File: src/rtl/common.sv
// Shared definitions for the multiply/divide unit: ALU op encoding, FSM states,
// iteration counts and small op-decode helpers.
package common;

  localparam int MULDIV_N64 = 64;
  localparam int MULDIV_N32 = 32;

  typedef enum logic [4:0] {
    ALU_ADD   = 5'd0,
    ALU_SUB   = 5'd1,
    ALU_SLL   = 5'd2,
    ALU_SLT   = 5'd3,
    ALU_SLTU  = 5'd4,
    ALU_XOR   = 5'd5,
    ALU_SRL   = 5'd6,
    ALU_SRA   = 5'd7,
    ALU_OR    = 5'd8,
    ALU_AND   = 5'd9,
    ALU_MUL   = 5'd16,
    ALU_MULW  = 5'd17,
    ALU_DIV   = 5'd18,
    ALU_DIVU  = 5'd19,
    ALU_REM   = 5'd20,
    ALU_REMU  = 5'd21,
    ALU_DIVW  = 5'd22,
    ALU_DIVUW = 5'd23,
    ALU_REMW  = 5'd24,
    ALU_REMUW = 5'd25
  } alu_op_e;

  typedef enum logic [1:0] {
    IDLE = 2'd0,
    CALC = 2'd1,
    DONE = 2'd2
  } muldiv_state_e;

  function automatic logic is_muldiv(input logic [4:0] op);
    return op inside {ALU_MUL, ALU_MULW, ALU_DIV, ALU_DIVU, ALU_REM, ALU_REMU,
                      ALU_DIVW, ALU_DIVUW, ALU_REMW, ALU_REMUW};
  endfunction

  function automatic logic is_mul(input logic [4:0] op);
    return op inside {ALU_MUL, ALU_MULW};
  endfunction

  function automatic logic is_word(input logic [4:0] op);
    return op inside {ALU_MULW, ALU_DIVW, ALU_DIVUW, ALU_REMW, ALU_REMUW};
  endfunction

  function automatic logic is_signed_div(input logic [4:0] op);
    return op inside {ALU_DIV, ALU_REM, ALU_DIVW, ALU_REMW};
  endfunction

  function automatic logic is_rem(input logic [4:0] op);
    return op inside {ALU_REM, ALU_REMU, ALU_REMW, ALU_REMUW};
  endfunction

endpackage

File: src/rtl/muldiv_step.sv
// One radix-2 iteration: shift-add for multiply, restoring shift-subtract
// for divide (acc = partial remainder, opb shifts dividend out / quotient in).
module muldiv_step #(
  parameter int XLEN = 64
) (
  input  logic            div_mode,
  input  logic [XLEN-1:0] acc,
  input  logic [XLEN-1:0] opa,
  input  logic [XLEN-1:0] opb,
  output logic [XLEN-1:0] acc_next,
  output logic [XLEN-1:0] opa_next,
  output logic [XLEN-1:0] opb_next
);

  logic [XLEN-1:0] addend;
  logic [XLEN:0]   shifted;
  logic [XLEN-1:0] diff;
  logic            ge;

  for (genvar gi = 0; gi < XLEN; gi++) begin : g_addend
    assign addend[gi] = opb[0] & opa[gi];
  end

  always_comb begin
    shifted  = {acc, opb[XLEN-1]};
    ge       = shifted >= {1'b0, opa};
    // When ge holds the true difference is below opa, so the low bits suffice.
    diff     = shifted[XLEN-1:0] - opa;
    acc_next = acc + addend;
    opa_next = opa << 1;
    opb_next = opb >> 1;
    if (div_mode) begin
      acc_next = ge ? diff : shifted[XLEN-1:0];
      opa_next = opa;
      opb_next = {opb[XLEN-2:0], ge};
    end
  end

endmodule

File: src/rtl/muldiv_seq.sv
// Sequential multiply/divide unit: one radix-2 step per cycle, magnitude
// iteration with sign fix-up on the final edge, single-cycle special cases.
module muldiv_seq
  import common::*;
#(
  parameter int XLEN = 64
) (
  input  logic            clk,
  input  logic            resetn,
  input  logic            in_valid,
  output logic            in_ready,
  input  logic [4:0]      op,
  input  logic [XLEN-1:0] a,
  input  logic [XLEN-1:0] b,
  input  logic            flush,
  output logic            out_valid,
  input  logic            out_ready,
  output logic [XLEN-1:0] result,
  output logic            busy
);

  muldiv_state_e   state_reg, state_next;
  logic [6:0]      cnt_reg;
  logic [4:0]      op_reg;
  logic [XLEN-1:0] acc_reg, opa_reg, opb_reg, result_reg;
  logic            neg_q_reg, neg_r_reg;

  logic            w_op, s_op, accept, finish, special, div_zero, div_ovf;
  logic            a_neg, b_neg, div_mode;
  logic [XLEN-1:0] a_ext, b_ext, a_mag, b_mag, min_val, dividend_res, sp_result;
  logic [XLEN-1:0] step_acc, step_opa, step_opb, q_fix, r_fix, fin;

  function automatic logic [XLEN-1:0] sext32(input logic [31:0] v);
    return {{(XLEN-32){v[31]}}, v};
  endfunction

  // Operand decode for the incoming operation.
  always_comb begin
    w_op  = is_word(op);
    s_op  = is_signed_div(op);
    a_ext = a;
    b_ext = b;
    if (w_op) begin
      a_ext = s_op ? sext32(a[31:0]) : {{(XLEN-32){1'b0}}, a[31:0]};
      b_ext = s_op ? sext32(b[31:0]) : {{(XLEN-32){1'b0}}, b[31:0]};
    end
    a_neg        = s_op & a_ext[XLEN-1];
    b_neg        = s_op & b_ext[XLEN-1];
    a_mag        = a_neg ? -a_ext : a_ext;
    b_mag        = b_neg ? -b_ext : b_ext;
    min_val      = w_op ? sext32(32'h8000_0000) : {1'b1, {(XLEN-1){1'b0}}};
    div_zero     = !is_mul(op) && (b_ext == '0);
    div_ovf      = s_op && (a_ext == min_val) && (b_ext == '1);
    special      = div_zero | div_ovf;
    dividend_res = w_op ? sext32(a[31:0]) : a;
    if (is_rem(op)) sp_result = div_zero ? dividend_res : '0;
    else            sp_result = div_zero ? '1 : dividend_res;
  end

  assign div_mode = !is_mul(op_reg);

  muldiv_step #(.XLEN(XLEN)) u_step (
    .div_mode (div_mode),
    .acc      (acc_reg),
    .opa      (opa_reg),
    .opb      (opb_reg),
    .acc_next (step_acc),
    .opa_next (step_opa),
    .opb_next (step_opb)
  );

  // Final-edge result: sign fix-up and W sign extension.
  always_comb begin
    q_fix = neg_q_reg ? -step_opb : step_opb;
    r_fix = neg_r_reg ? -step_acc : step_acc;
    if (is_mul(op_reg))      fin = step_acc;
    else if (is_rem(op_reg)) fin = r_fix;
    else                     fin = q_fix;
    if (is_word(op_reg)) fin = sext32(fin[31:0]);
  end

  always_comb begin
    state_next = state_reg;
    in_ready   = 1'b0;
    accept     = 1'b0;
    finish     = 1'b0;
    case (state_reg)
      IDLE: begin
        in_ready = resetn && !flush;
        accept   = in_valid && in_ready && is_muldiv(op);
        if (accept) state_next = special ? DONE : CALC;
      end
      CALC: begin
        if (flush) begin
          state_next = IDLE;
        end else if (cnt_reg == 7'd1) begin
          state_next = DONE;
          finish     = 1'b1;
        end
      end
      DONE: begin
        if (flush || out_ready) state_next = IDLE;
      end
      default: state_next = IDLE;
    endcase
  end

  always_ff @(posedge clk or negedge resetn) begin
    if (!resetn) state_reg <= IDLE;
    else         state_reg <= state_next;
  end

  always_ff @(posedge clk or negedge resetn) begin
    if (!resetn) begin
      cnt_reg    <= '0;
      op_reg     <= '0;
      acc_reg    <= '0;
      opa_reg    <= '0;
      opb_reg    <= '0;
      neg_q_reg  <= 1'b0;
      neg_r_reg  <= 1'b0;
      result_reg <= '0;
    end else if (accept) begin
      op_reg    <= op;
      neg_q_reg <= a_neg ^ b_neg;
      neg_r_reg <= a_neg;
      acc_reg   <= '0;
      if (special) begin
        cnt_reg    <= '0;
        result_reg <= sp_result;
      end else begin
        cnt_reg <= w_op ? 7'(MULDIV_N32) : 7'(MULDIV_N64);
        if (is_mul(op)) begin
          opa_reg <= a_ext;
          opb_reg <= b_ext;
        end else begin
          // W dividends start in the upper half so bits leave MSB-first.
          opa_reg <= b_mag;
          opb_reg <= w_op ? (a_mag << 32) : a_mag;
        end
      end
    end else if (state_reg == CALC) begin
      if (flush) begin
        cnt_reg <= '0;
      end else begin
        cnt_reg <= cnt_reg - 7'd1;
        acc_reg <= step_acc;
        opa_reg <= step_opa;
        opb_reg <= step_opb;
        if (finish) result_reg <= fin;
      end
    end
  end

  assign out_valid = (state_reg == DONE) && !flush;
  assign busy      = (state_reg != IDLE);
  assign result    = result_reg;

endmodule

File: config.mk
export PLATFORM = sky130hd
export DESIGN_NAME = muldiv_seq
export DESIGN_NICKNAME = d
export VERILOG_FILES = /design/src/rtl/common.sv /design/src/rtl/muldiv_step.sv /design/src/rtl/muldiv_seq.sv
export SDC_FILE = /design/constraint.sdc
export NUM_CORES = 2
export LEC_CHECK = 0
export CAP_MARGIN = 20
export CELL_PAD_IN_SITES_DETAIL_PLACEMENT = 0
export CELL_PAD_IN_SITES_GLOBAL_PLACEMENT = 2
export CORE_MARGIN = 1
export CORE_UTILIZATION = 32
export CTS_CLUSTER_DIAMETER = 100
export CTS_CLUSTER_SIZE = 20
export DETAILED_ROUTE_END_ITERATION = 10
export GPL_TIMING_DRIVEN = 0
export PLACE_DENSITY = 0.88
export SYNTH_ARGS = -nofsm -noshare
export SYNTH_HDL_FRONTEND = slang
export SYNTH_SLANG_ARGS = --single-unit
File: constraint.sdc
create_clock -name clk -period 7 [get_ports clk]
set_input_delay 0.7 -clock clk [delete_from_list [all_inputs] [get_ports clk]]
set_output_delay 0.7 -clock clk [all_outputs]
set_load 0.05 [all_outputs]
## Yosys cells after proc, flatten, opt, wreduce, memory -nomap -nowiden

Cells that the tools add are included.

- $add $sub $neg: 7
- $lt $le $gt $ge: 1
- Equal/unequal tests: 29
- Mux-type cells: 55
- Bitwise gates (word level): 68
- Reduce and logical (&&, ||, !) cells: 29

Operators with widths:

| kind | number |
|---|---|
| $mux 64 | 38 |
| $neg 64->64 | 4 |
| $eq 5x5->1 const B | 18 |
| $and 1x1->1 | 66 |
| $ge 65x64->1 | 1 |
| $add 64x64->64 | 1 |
| $eq 64x64->1 | 1 |
| $eq 64x64->1 const B | 1 |
| $logic_not 64->1 | 1 |
| $sub 64x64->64 | 1 |
| $mux 63 | 1 |
| $mux 7 | 5 |
| $reduce_bool 2->1 | 6 |
| $reduce_bool 4->1 | 3 |
| $mux 2 | 5 |
| $reduce_bool 10->1 | 1 |
| $reduce_bool 5->1 | 2 |
| $reduce_and 4->1 | 2 |
| $eq 7x1->1 const B | 1 |
| $logic_and 1x1->1 | 7 |
| $sub 7x1->7 const B | 1 |
| $ne 2x2->1 const B | 3 |
| $pmux 2 s3 | 1 |
| $reduce_and 3->1 | 2 |
| other kinds (11) | 17 |

- Register bits after elaboration: 272
- Bits of input ports: 138
- Output and inout port bits: 67

## Logic depth before layout (Yosys ltp)

- Word-level depth: 12
- Mapped depth: 29
- Mapped depth without buffers: 22

## Cells and area by module

Synthesis repeated with hierarchy kept, for this count alone.

- Cells, all modules: 4746
- Area total of the unflattened synthesis: 32895.3 um2

By module, submodules not included:

| module | times used | cells each | area each (um2) | seq. area each (um2) |
|---|---|---|---|---|
| muldiv_seq | 1 | 3047 | 22176.3 | 6806.5 |
| muldiv_step | 1 | 1699 | 10719.0 | 0.0 |

## Worst setup path after synthesis

Ideal clock, no wire load.

- Path kind: reg2reg
- From: reg op_reg[4]
- To: reg result_reg[58] (netlist: result[58])
- Arrival time: 6833 ps
- Setup slack: 41 ps
- Stages on the path, launching flop included: 25
- Path buffers: 12
- Path through: dfrtp_1 or4b_2 clkbuf_1 clkbuf_1 buf_2 buf_1 buf_1 clkbuf_1 buf_1 buf_2 buf_1 clkbuf_1 buf_2 o211ai_1 o21ai_0 ha_1 nand2_1 or4_1 clkbuf_1 or4b_1 or4_1 o211ai_1 o21ai_0 o2111a_1 a221o_1

- Word-level cells in the longest chain between the ends: 12

Ends and longest elaborated chain:

| item | line | text |
|---|---|---|
| start: declaration | muldiv_seq.sv:24 | `logic [4:0] op_reg;` |
| start signal: assignment | muldiv_seq.sv:124 | `op_reg <= op;` |
| $eq 5x5->1 (on tied branches) | common.sv:43, common.sv:47 |  |
| $reduce_bool 2->1 | common.sv:43 | `return op inside {ALU_MUL, ALU_MULW};` |
| $mux 64 | muldiv_step.sv:32 | `if (div_mode) begin` |
| $neg 64->64 (on tied branches) | muldiv_seq.sv:74, muldiv_seq.sv:75 |  |
| $mux 64 (on tied branches) | muldiv_seq.sv:74, muldiv_seq.sv:75 |  |
| $mux 64 | muldiv_seq.sv:77 | `else if (is_rem(op_reg)) fin = r_fix;` |
| $mux 64 | muldiv_seq.sv:76 | `if (is_mul(op_reg)) fin = step_acc;` |
| $mux 64 * | muldiv_seq.sv:79 | `if (is_word(op_reg)) fin = sext32(fin[31:0]);` |
| $mux 64 * | muldiv_seq.sv:150 | `if (finish) result_reg <= fin;` |
| $mux 64 * | muldiv_seq.sv:143 | `if (flush) begin` |
| $mux 64 * | muldiv_seq.sv:142 | `end else if (state_reg == CALC) begin` |
| $mux 64 * | muldiv_seq.sv:123 | `end else if (accept) begin` |
| end signal: assignment | muldiv_seq.sv:130 | `result_reg <= sp_result;` |
| end signal: assignment | muldiv_seq.sv:150 |  |
| end: declaration | muldiv_seq.sv:25 | `logic [XLEN-1:0] acc_reg, opa_reg, opb_reg, result_reg;` |

Every way passes the cells marked *; elsewhere a longest branch is shown, timed or not. The select of a mux whose other input is x is not followed.
A chain may end at the register's enable or synchronous reset.

## Final worst setup path

- From: reg op_reg[1]
- To: reg result_reg[52] (netlist: result[52])

Same word-level chain as after synthesis.

==> results.toml <==
[sta]
max-slew-margin-rel = 0.138
fin_crit_sh = 0.998
min_period_ns = 6.99
setup_violations = 0
fin_skew_ns = 0.0307
whs_ns = 0.115
rsz0062_at_grt = "true"
hold_violations = 0
slew_viol_final = 0
tightest_slew_ns = 1.28
max_freq_mhz = 143
setup_ws_ns = 0.0115

[clock_tree]
cts_tree = "done"
clk_pin_slew_ns = 0.09
numCtsBuffers = 22
hold_buffers = 0
clockBufferDepth = 3
clkLatencyLatePin_ns = 0.59
htree_levels = 1
cts_root_buf = "clkbuf_16"
cts_sinks = 272

[worst_setup_path]
crit_path_start = "op_reg[1]$_DFFE_PN0P_"
crit_type = "reg -> reg"
cp_slowest_cell = "dfrtp_1"
crit_end = "result[52]$_DFFE_PN0P_"
cp_top_family = "buffers and inverters"
cp_data_arrival_time_ns = 7.46
worstPathRequired_ns = 7.47
r2r_end = "result[52]$_DFFE_PN0P_"
worst-path-max-fanout = 10
critPathMaxStageDelay_ns = 0.46
reg2reg_from = "op_reg[1]$_DFFE_PN0P_"
cp_cell_sequence = "nor4b_2, buf_4, clkbuf_4, clkbuf_4, buf_6, clkbuf_8, clkbuf_8, buf_4, clkbuf_8, clkbuf_8, clkbuf_8, buf_4, buf_6, a21o_1, ha_2, nand4_1, or3_4, or2_2, o21ai_0, xor2_1, a221oi_1, o21ai_0, a32o_1"
crit_top_cell = "clkbuf_8"
worstSetupStartpointType = "register"
crit_path_end_kind = "register"
crit_buf_inv = 12
cp.depth = 23
reg2reg_depth = 23
r2r_setup_slack_ns = 0.01

[pwr]
p_leak_uw = 0.0151
p_int_uw = 8190
switching_share = 0.603
p_per_area_nw_per_um2 = 542
pwr-share-clk = 0.070
seqPwrFrac = 0.157
p_sw_uw = 12400
ir_drop_uv = 228
total_power_uw = 20600
combPwrFrac = 0.773

[yosys]
ys_async_sr_fraction = 1.00
synth_edf_count = 0
syn_nets = 4908
synth_area_sq_um = 32500
syn_avg_cell_area_sq_um = 7.01
ys_seq_area_frac = 0.209
syn_inst = 4634
ys_types = 103
yosys_warnings = 0
ys_seq_elements = 272
synth-main-ff-cell = "dfrtp_1"

[run_status]
status = "completed"

[detailed_routing]
wire_per_inst_um = 33.3
wirelength_um = 209000
vias_per_cell = 6.36
dr.pass1.iters = 6
drtIter0Drc = 5377
drc_errors = 0
vias = 39975
ant_nets = 0

[floorplan]
die_h_um = 321
dieArea_sq_um = 103000
initial_core_util = 0.324
io_pins = 205
die_w_um = 321
rows = 116
core-area_sq_um = 100000

[global_routing]
grt_antenna_before_repair = 16
grt_max_degree = 106
groute.layer.met3.usage = 0.100
busiest_layer = "met2"
grt_pass1_wl_um = 289000
grt-ovfl-total = 0
grt_pass1_vias = 37525
met2_usage = 0.579
gr-usage-met1 = 0.495
grtUsageTotal = 0.394

[layout]
nFillCells = 11059
syn2layout_area_growth_pct = 16.9
post-route-util = 0.378
fin_nets = 5184
drive_above_1_share = 0.0614
stdcell_count = 6281

[placement]
placed_cells = 6221
post-place-ws_ns = -5.52
io_buffers = 192
hpwl_um = 174000
gp_congestion = 1.06

[min_path]
worstHoldPathType = "in -> async"

[flow_run]
drv_cap = 0
## worst register-to-register path, delay by kind of cell, from the launching register on
family | cells | cell delay, ns
adders and majority gates | 1 | 0.27
AOI/OAI and AO/OA | 5 | 1.31
and+or+nand+nor | 4 | 1.32
DFF | 1 | 0.46
buffers and inverters | 12 | 3.39
xor gates and xnor gates | 1 | 0.17
## cell usage after synthesis, drive strengths merged (24+ instances only)
master | count | area, sq um
a211oi | 136 | 1030
a21o | 76 | 571
a21oi | 441 | 2230
a221oi | 36 | 322
a31oi | 33 | 206
and2 | 95 | 594
and3 | 37 | 236
buf | 59 | 295
clkbuf | 269 | 1010
dfrtp | 272 | 6810
ha | 134 | 1680
inv | 135 | 507
mux2i | 77 | 771
nand2 | 612 | 2300
nand2b | 28 | 175
nand3 | 150 | 756
nand4 | 74 | 484
nor2 | 340 | 1280
nor2b | 25 | 156
nor3 | 94 | 470
nor4 | 38 | 238
o211ai | 74 | 569
o21a | 31 | 234
o21ai | 556 | 2790
o22ai | 28 | 175
o31ai | 81 | 613
or2 | 27 | 169
or3 | 51 | 319
or4 | 24 | 184
xnor2 | 173 | 1520
xor2 | 132 | 1160
## cell families after synthesis
logic type,after synthesis,share of synthesized area
AO/OA/AOI/OAI,1721,0.332
AND/OR/NAND/NOR,1651,0.241
buffers and inverters,464,0.0559
XOR/XNOR,305,0.0822
flip-flops,272,0.209
adder cells (fa/ha/maj),137,0.0531
multiplexers,84,0.0261
## per-layer routing
metal	vias to the layer above	part of all wire
li1	17609	-
met1	19154	0.39
met2	2569	0.41
met3	625	0.11
met4	18	0.092
met5	-	0.00056
## area by class of cell
cell class | count | area, sq um | area share
antenna | 2 | 5.00 | 0.000132
multi-input combinational | 3898 | 24200 | 0.637
timing repair buffer | 264 | 2560 | 0.0673
inverter | 136 | 510 | 0.0134
clock inverter | 13 | 174 | 0.00458
tap | 1357 | 1700 | 0.0447
sequential | 272 | 6830 | 0.180
buffer | 316 | 1450 | 0.0381
clock buffer | 23 | 576 | 0.0151
## worst min-delay path by stage
stage,startpoint,to,slack [ns],cells past startpoint
after floorplan,resetn,acc_reg[0]$_DFFE_PN0P_,0.40,0
after global placement,result[6]$_DFFE_PN0P_,result[6]$_DFFE_PN0P_,0.47,2
after detailed placement,result[15]$_DFFE_PN0P_,result[15]$_DFFE_PN0P_,0.47,1
after CTS,resetn,result[26]$_DFFE_PN0P_,0.13,1
after global routing,resetn,result[26]$_DFFE_PN0P_,0.16,1
final,resetn,result[5]$_DFFE_PN0P_,0.12,1
## layout by cell type, fill, tap and decap left out, types with 34 or more instances in the layout
cell	synthesis	layout
inv_1	135	135
nand3_1	149	149
o211ai_1	73	73
o31ai_1	80	79
and2_1	95	94
buf_4	5	61
nor2_1	340	340
nor4_1	38	34
nor3_1	94	91
xnor2_1	173	172
dfrtp_1	272	257
o21ai_0	542	528
xor2_1	132	132
or3_1	51	49
clkbuf_1	269	239
nand2_1	612	609
mux2i_1	77	77
clkdlybuf4s50_1	0	191
a211oi_1	135	135
nand4_1	72	72
and3_1	36	35
ha_1	134	129
a21oi_1	439	429
a21o_1	76	76
## timing repair
item | CTS | global route
setup endpoints to repair | 178 | 34
hold endpoints to repair | 0 | 0
gates resized for setup | 137 | 58
setup buffers | 11 | 13
pin swaps | 11 | 11
## power by group through the flow
stage	logic (uW)	clock network [uW]	registers [uW]
CTS	15100	1420	3170
global route	16800	1470	3280
detailed placement	14700	0	3200
finish	15900	1430	3240
floorplan	9060	0	3340
global placement	14700	0	3200
## stage by stage
step | TNS [ns] | instance area (sq um)
after CTS | 0 | 37700
final | 0 | 38000
after floorplan | 0 | 32500
after global placement | -4312.81 | 36100
after global routing | -0.0102 | 38000
after detailed placement | -448.04 | 36500
Power figures use the tool's default switching activity.
